**src/rtl/send_scheduler.sv**
```systemverilog
// rtl/send_scheduler.sv - packet-issue scheduler walking (txid, segment) pairs for the TX path
//
// Purpose:
//   Issues one start_sending pulse per packet for every (txid, segment) pair of a
//   round, in block order (all segments of id 1, then id 2, ...) or interleaved
//   order (all ids of segment 0, then segment 1, ...).
//   Before each issue it waits for gap_cycles+1 cycles in which the sender is not busy.
//   Rounds are either free-running or started one at a time by start_frame.
//   maxdetect can shorten the segment count of the round in progress.
//
// Ports:
//   clk125MHz      system clock
//   RST_N          asynchronous active-low reset
//   enable         schedule rounds; when low, stop at the next round boundary
//   frame_mode     0 = free-running rounds, 1 = each round waits for start_frame
//   interleave     0 = block order, 1 = interleaved order
//   seg_max        segments per round (0 means 1), latched at round start
//   redundancy     copies per segment (0 means 1, clamped to MAX_RED), latched at round start
//   gap_cycles     non-busy idle cycles before each issue
//   busy           sender busy; holds the gap counter at 0
//   start_frame    round trigger pulse, honoured only in IDLE with frame_mode=1
//   maxdetect      source exhausted; makes the current segment the last one
//   start_sending  1-cycle issue pulse
//   segment_num    segment of the issued packet
//   txid           copy id of the issued packet (1..R)
//   aux            aux_base + segment_num, wrapping
//   seg_count      effective segment count of the current round
//   round_done     1-cycle pulse after the last packet of a round
//   active         high from round start until round_done
module send_scheduler #(
    parameter int SEG_W   = 16,
    parameter int ID_W    = 8,
    parameter int MAX_RED = 4,
    parameter int GAP_W   = 28,
    parameter int AUX_W   = 8
) (
    input  logic             clk125MHz,
    input  logic             RST_N,
    input  logic             enable,
    input  logic             frame_mode,
    input  logic             interleave,
    input  logic [SEG_W-1:0] seg_max,
    input  logic [ID_W-1:0]  redundancy,
    input  logic [GAP_W-1:0] gap_cycles,
    input  logic             busy,
    input  logic             start_frame,
    input  logic             maxdetect,
    output logic             start_sending,
    output logic [SEG_W-1:0] segment_num,
    output logic [ID_W-1:0]  txid,
    output logic [AUX_W-1:0] aux,
    output logic [SEG_W-1:0] seg_count,
    output logic             round_done,
    output logic             active
);

    localparam logic [2:0] ST_IDLE  = 3'd0;
    localparam logic [2:0] ST_GAP   = 3'd1;
    localparam logic [2:0] ST_ISSUE = 3'd2;
    localparam logic [2:0] ST_ADV   = 3'd3;
    localparam logic [2:0] ST_DONE  = 3'd4;

    logic [2:0]       state;
    logic [SEG_W-1:0] seg;
    logic [SEG_W-1:0] seg_lim;
    logic [ID_W-1:0]  id;
    logic [ID_W-1:0]  red_lim;
    logic [GAP_W-1:0] cnt;
    logic [AUX_W-1:0] aux_base;
    logic             truncated;

    logic [SEG_W-1:0] seg_init;
    logic [ID_W-1:0]  red_init;
    logic             last_seg;
    logic             last_id;
    logic             round_end;
    logic             trunc_hit;
    logic             start_round;

    always_comb begin
        seg_init = (seg_max == '0) ? SEG_W'(1) : seg_max;
        if (redundancy == '0)
            red_init = ID_W'(1);
        else if (redundancy > ID_W'(MAX_RED))
            red_init = ID_W'(MAX_RED);
        else
            red_init = redundancy;
    end

    assign last_seg  = (seg == seg_lim - SEG_W'(1));
    assign last_id   = (id == red_lim);
    assign round_end = last_seg & last_id;

    // In block order only the first copy walks every segment, so only id 1 may
    // truncate; later copies of the same segment must not re-trigger.
    assign trunc_hit = maxdetect & ~truncated & (interleave | (id == ID_W'(1)));

    // A round starts from IDLE on request, or straight out of DONE when free-running.
    assign start_round = ((state == ST_IDLE) & enable & (~frame_mode | start_frame)) |
                         ((state == ST_DONE) & enable & ~frame_mode);

    assign seg_count = seg_lim;

    always_ff @(posedge clk125MHz or negedge RST_N) begin
        if (!RST_N) begin
            state         <= ST_IDLE;
            seg           <= '0;
            seg_lim       <= '0;
            id            <= ID_W'(1);
            red_lim       <= ID_W'(1);
            cnt           <= '0;
            aux_base      <= '0;
            truncated     <= 1'b0;
            start_sending <= 1'b0;
            segment_num   <= '0;
            txid          <= ID_W'(1);
            aux           <= '0;
            round_done    <= 1'b0;
            active        <= 1'b0;
        end else begin
            case (state)
                ST_IDLE: ;
                ST_GAP: begin
                    if (!busy && cnt == gap_cycles) begin
                        state         <= ST_ISSUE;
                        start_sending <= 1'b1;
                        segment_num   <= seg;
                        txid          <= id;
                        aux           <= aux_base + AUX_W'(seg);
                        cnt           <= '0;
                    end else begin
                        cnt <= busy ? '0 : cnt + GAP_W'(1);
                    end
                end
                ST_ISSUE: begin
                    start_sending <= 1'b0;
                    // seg_lim is already shortened when ADV evaluates round_end.
                    if (trunc_hit) begin
                        seg_lim   <= seg + SEG_W'(1);
                        truncated <= 1'b1;
                    end
                    state <= ST_ADV;
                end
                ST_ADV: begin
                    if (round_end) begin
                        round_done <= 1'b1;
                        active     <= 1'b0;
                        aux_base   <= aux_base + AUX_W'(seg_lim);
                        state      <= ST_DONE;
                    end else begin
                        if (!interleave) begin
                            if (!last_seg) begin
                                seg <= seg + SEG_W'(1);
                            end else begin
                                seg <= '0;
                                id  <= id + ID_W'(1);
                            end
                        end else begin
                            if (!last_id) begin
                                id <= id + ID_W'(1);
                            end else begin
                                id  <= ID_W'(1);
                                seg <= seg + SEG_W'(1);
                            end
                        end
                        state <= ST_GAP;
                    end
                end
                ST_DONE: begin
                    round_done <= 1'b0;
                    state      <= ST_IDLE;
                end
                default: state <= ST_IDLE;
            endcase

            // Placed after the case so it overrides the DONE -> IDLE move.
            if (start_round) begin
                seg_lim   <= seg_init;
                red_lim   <= red_init;
                seg       <= '0;
                id        <= ID_W'(1);
                cnt       <= '0;
                truncated <= 1'b0;
                active    <= 1'b1;
                state     <= ST_GAP;
            end
        end
    end

endmodule

```
**config.mk**
```make
export PLATFORM = sky130hd
export DESIGN_NAME = send_scheduler
export DESIGN_NICKNAME = d
export VERILOG_FILES = /design/src/rtl/send_scheduler.sv
export SDC_FILE = /design/constraint.sdc
export NUM_CORES = 1
export LEC_CHECK = 0
export BUFFER_PORTS_ARGS = -buffer_cell sky130_fd_sc_hd__buf_4
export CORE_MARGIN = 2
export CORE_UTILIZATION = 40
export DETAILED_ROUTE_END_ITERATION = 16
export PLACE_DENSITY = 0.63
export SLEW_MARGIN = 5
export SYNTH_ARGS = -nofsm -noshare
export SYNTH_HDL_FRONTEND = slang
export SYNTH_SLANG_ARGS = --single-unit
```
**constraint.sdc**
```tcl
create_clock -name clk125MHz -period 7.2 [get_ports clk125MHz]
set_input_delay 0.36 -clock clk125MHz [delete_from_list [all_inputs] [get_ports clk125MHz]]
set_output_delay 0.36 -clock clk125MHz [all_outputs]
set_load 0.02 [all_outputs]
```
==> flow_summary.ini <==
[timing]
setup_slack_of_the_critical_path_after_layout_ps = 3770
rsz0062_at_grt = false
achievable-frequency_ghz = 0.291
timing.hold.ws_ps = -6.79
max_slew.worst_pin.slew_ps = 1160
finalCriticalPeriod_ps = 3430
timing_hold_violations_final = 5
timing.final.crit_share_pct = 47.7
finalClockSkew_ps = 9.83
timing.slew.headroom_pct = 22.5
fin_setup_tns_ps = 0
slew_viol_final = 0
setup_viol = 0

[power_and_ir_drop]
comb_power_share_pct = 4.3
vdd_ir_drop_max_uv = 176
power_switching_mw = 0.348
pwr-share-seq_pct = 42.7
p_leak_nw = 4.22
switching_share_pct = 21.3
power_mw = 1.63
power_per_cell_area_nw_per_um2 = 184
internal_power_mw = 1.29
clock_power_share_pct = 53.0

[synth]
synth_simple_gate_area_share_pct = 18.9
synth_top_cell_by_area = dfrtp_1
post_synth_xor_area_fraction_pct = 11.0
yosys-mux-area-fraction_pct = 6.40
prevailing_post_synth_register_cell = dfrtp_1
synth_top_cell_area_share_pct = 41.0
yosysMostFrequentCell = dfrtp_1
synthesized_net_count = 833
yosys_register_bits = 123
yosysWarnings = 0
dominant_combinational_cell_family_by_area_after_synthesis = simple AND/OR/NAND/NOR gates
postSynthCellCount = 752
synthTopCellsByArea = dfrtp_1 41%, xor2_1 6.5%, o21ai_0 4.7%
postSynth.asyncResetShare_pct = 100
synth-seq-area-share_pct = 42.1
synth_area_um2 = 7320
postSynthAreaPerCell_um2 = 9.73
synth-edff-count = 0
yosys.area_share.adder_pct = 3.80
synth_commonest_cells = 120 x dfrtp_1, 68 x o21ai_0, 61 x nand2_1
yosysUniqueCellTypes = 77
synth-compound-area-share_pct = 14.0

[route]
drc_violations_left = 0
dr.pass1.iters = 5
ant_nets = 0
detail_route.wirelength_um = 18700
drt-wirelength-per-cell_um = 17.1
vias = 5917
vias_per_cell = 5.43
drt-initial-drc-count = 513

[floorplanning]
die_h_um = 139
floorplan.die_area_um2 = 19400
coreArea_um2 = 18000
floorplan.io_pins = 111
num_rows = 49
chip_width_um = 139
start_util_pct = 40.7

[worst_setup_path]
required_ps = 7500
cp-end-kind = flip-flop
slowest_delay_ps = 820
crit_top_cell = nor4_1
cp.arrival_ps = 3740
regToRegSetupSlack_ps = 3770
worst-path-max-fanout = 33
crit_path_cell_trace = xor2_1, nor4_1, nand4_1, nor4_1, inv_1, nor2_4, mux2_2
critical_path_type = flip-flop to flip-flop
worstPathBufferInverterCount = 1
worstRegToRegCells = 7
worstSetupPathDepth = 7
timing.critical_path.max_delay_family = simple AND/OR/NAND/NOR gates
critPathSlowestCell = nor2_4
critPathLaunchType = flip-flop

[placed_design]
gpl.final_weighted_congestion = 0.882
detailedPlacementHpwl_um = 13100
post-place-ws_ps = 3740
port_buffers = 110

[global_routing]
grt_pass1_vias = 5910
grt_util_all_layers_pct = 20.0
number_of_antenna_violations_at_the_first_check_in_global_routing = 0
grt-ovfl-total = 0
grt_max_degree = 69
grt_first_pass_wirelength_um = 31000

[cells_and_area]
diodes = 0
num-fill-cells = 1678
post_route_cells_drive_above_1_share_pct = 23.7
area_of_combinational_cells_with_multiple_inputs_um2 = 3960
area.sequential_um2 = 3080
areaGrowthSynthToFinish_pct = 21.4
layout.nets = 929

[clock_tree]
clock_tree_from_tritoncts = built
cts_hold_buf = 0
insertion_delay_ps = 420
cts_resized = 0
cts_max_path_buffers = 2
cts-buffers-inserted = 17
tritoncts_num_sinks = 123
cts.htree.levels = 4
clock-root-buffer = clkbuf_16
post_cts.repair.setup_buffers = 0
clkTransAtPathRegs_ps = 60

[job]
number_of_maximum_capacitance_violations = 0

[run_status]
violations_in_the_final_reports = hold timing
outcome = complete, but fails checks

[min_path]
hp-class = input pin to asynchronous set/reset pin
[power groups by stage]
| stage | Combinational [mW] | Sequential, mW | Clock (mW) |
|---|---|---|---|
| after floorplan | 0.0215 | 0.709 | 0 |
| after global placement | 0.0711 | 0.709 | 0 |
| after detailed placement | 0.0713 | 0.709 | 0 |
| after CTS | 0.0717 | 0.697 | 0.880 |
| after global routing | 0.0789 | 0.698 | 0.913 |
| final | 0.0699 | 0.698 | 0.866 |
[cells by family after synthesis]
family / Yosys count
DFF: 123
and+or+nand+nor: 256
buffers and inverters: 62
xor gates and xnor gates: 90
muxes: 40
adders and majority gates: 21
AOI/OAI and AO/OA: 160
[stage by stage]
stage	std cells	utilization, %	cell area (um^2)
2_1_floorplan	752	-	7320
3_3_place_gp	1058	46.2	8290
3_5_place_dp	1058	46.2	8290
4_1_cts	1090	49.5	8880
5_1_grt	1090	49.5	8880
6_report	1090	49.5	8880
[final timing paths]
check	from	to
worst max-delay path	cnt[20]	aux[0]
worst min-delay path	RST_N	red_lim[2]
max in group asynchronous	RST_N	seg[13]
worst max register to register	cnt[20]	aux[0]
worst min register to register	red_lim[0]	red_lim[0]
min in group clk125MHz	seg_max[9]	seg_count[9]
[routing by layer]
layer | share of wire, % | wire [um] | vias up | GRT usage (%)
li1 | - | - | 2884 | -
met1 | 46 | 8590 | 2861 | 26.6
met2 | 48 | 8910 | 148 | 32.8
met3 | 4.7 | 870 | 24 | 4.44
met4 | 1.6 | 294 | 0 | 5.90
met5 | 0 | 0 | - | 0
[layout make-up]
type	instances	share of cell area (%)
sequential	123	34.7
clock buffer	24	5.31
inverter	21	0.887
multi-input combinational	567	44.6
clock inverter	8	1.32
tap	229	3.23
timing repair buffer	118	9.97
[worst reg2reg max path: stages, from the launching register on]
cell and delay, ps:
dfrtp_1 450, xor2_1 190, nor4_1 440, nand4_1 150, nor4_1 640, inv_1 190
nor2_4 820, mux2_2 440
[cells in the final DEF (no fill, tap or decap), types with 3 or more instances in the layout]
cell type  instances
ha_1              19
nand2b_1           8
o21ai_0           67
dfrtp_1          120
mux2_4             6
a21oi_1           27
nor2_1            55
bufinv_16          3
xor2_1            54
mux2i_1            4
inv_1             21
xnor2_1           35
o41ai_1           14
buf_4            118
o31ai_1            7
nor3_1            12
mux2_2            30
nand2_1           61
nand3_1           34
clkbuf_16         17
nor4_1            10
a211oi_1           3
a21o_1             6
and4_1             6
clkbuf_1           5
clkinv_2           4
and2_1             8
nand4_1           11
or4_1              4
a31oi_1            5
nor2b_1           11
and3_1             9
a22o_1             4
dfstp_2            3
or3_1              4
nor3b_1            3
[flip-flops by register name, indices dropped and copies added, names as in the netlist]
signal and count:
seg_count 16, start_sending 1, cnt 28, seg 16
round_done 1, red_lim 8, state 3, aux_base 8
aux 8, truncated 1, txid 8, id 8
active 1, segment_num 16
Note: power is estimated with default switching activity, not from simulation.
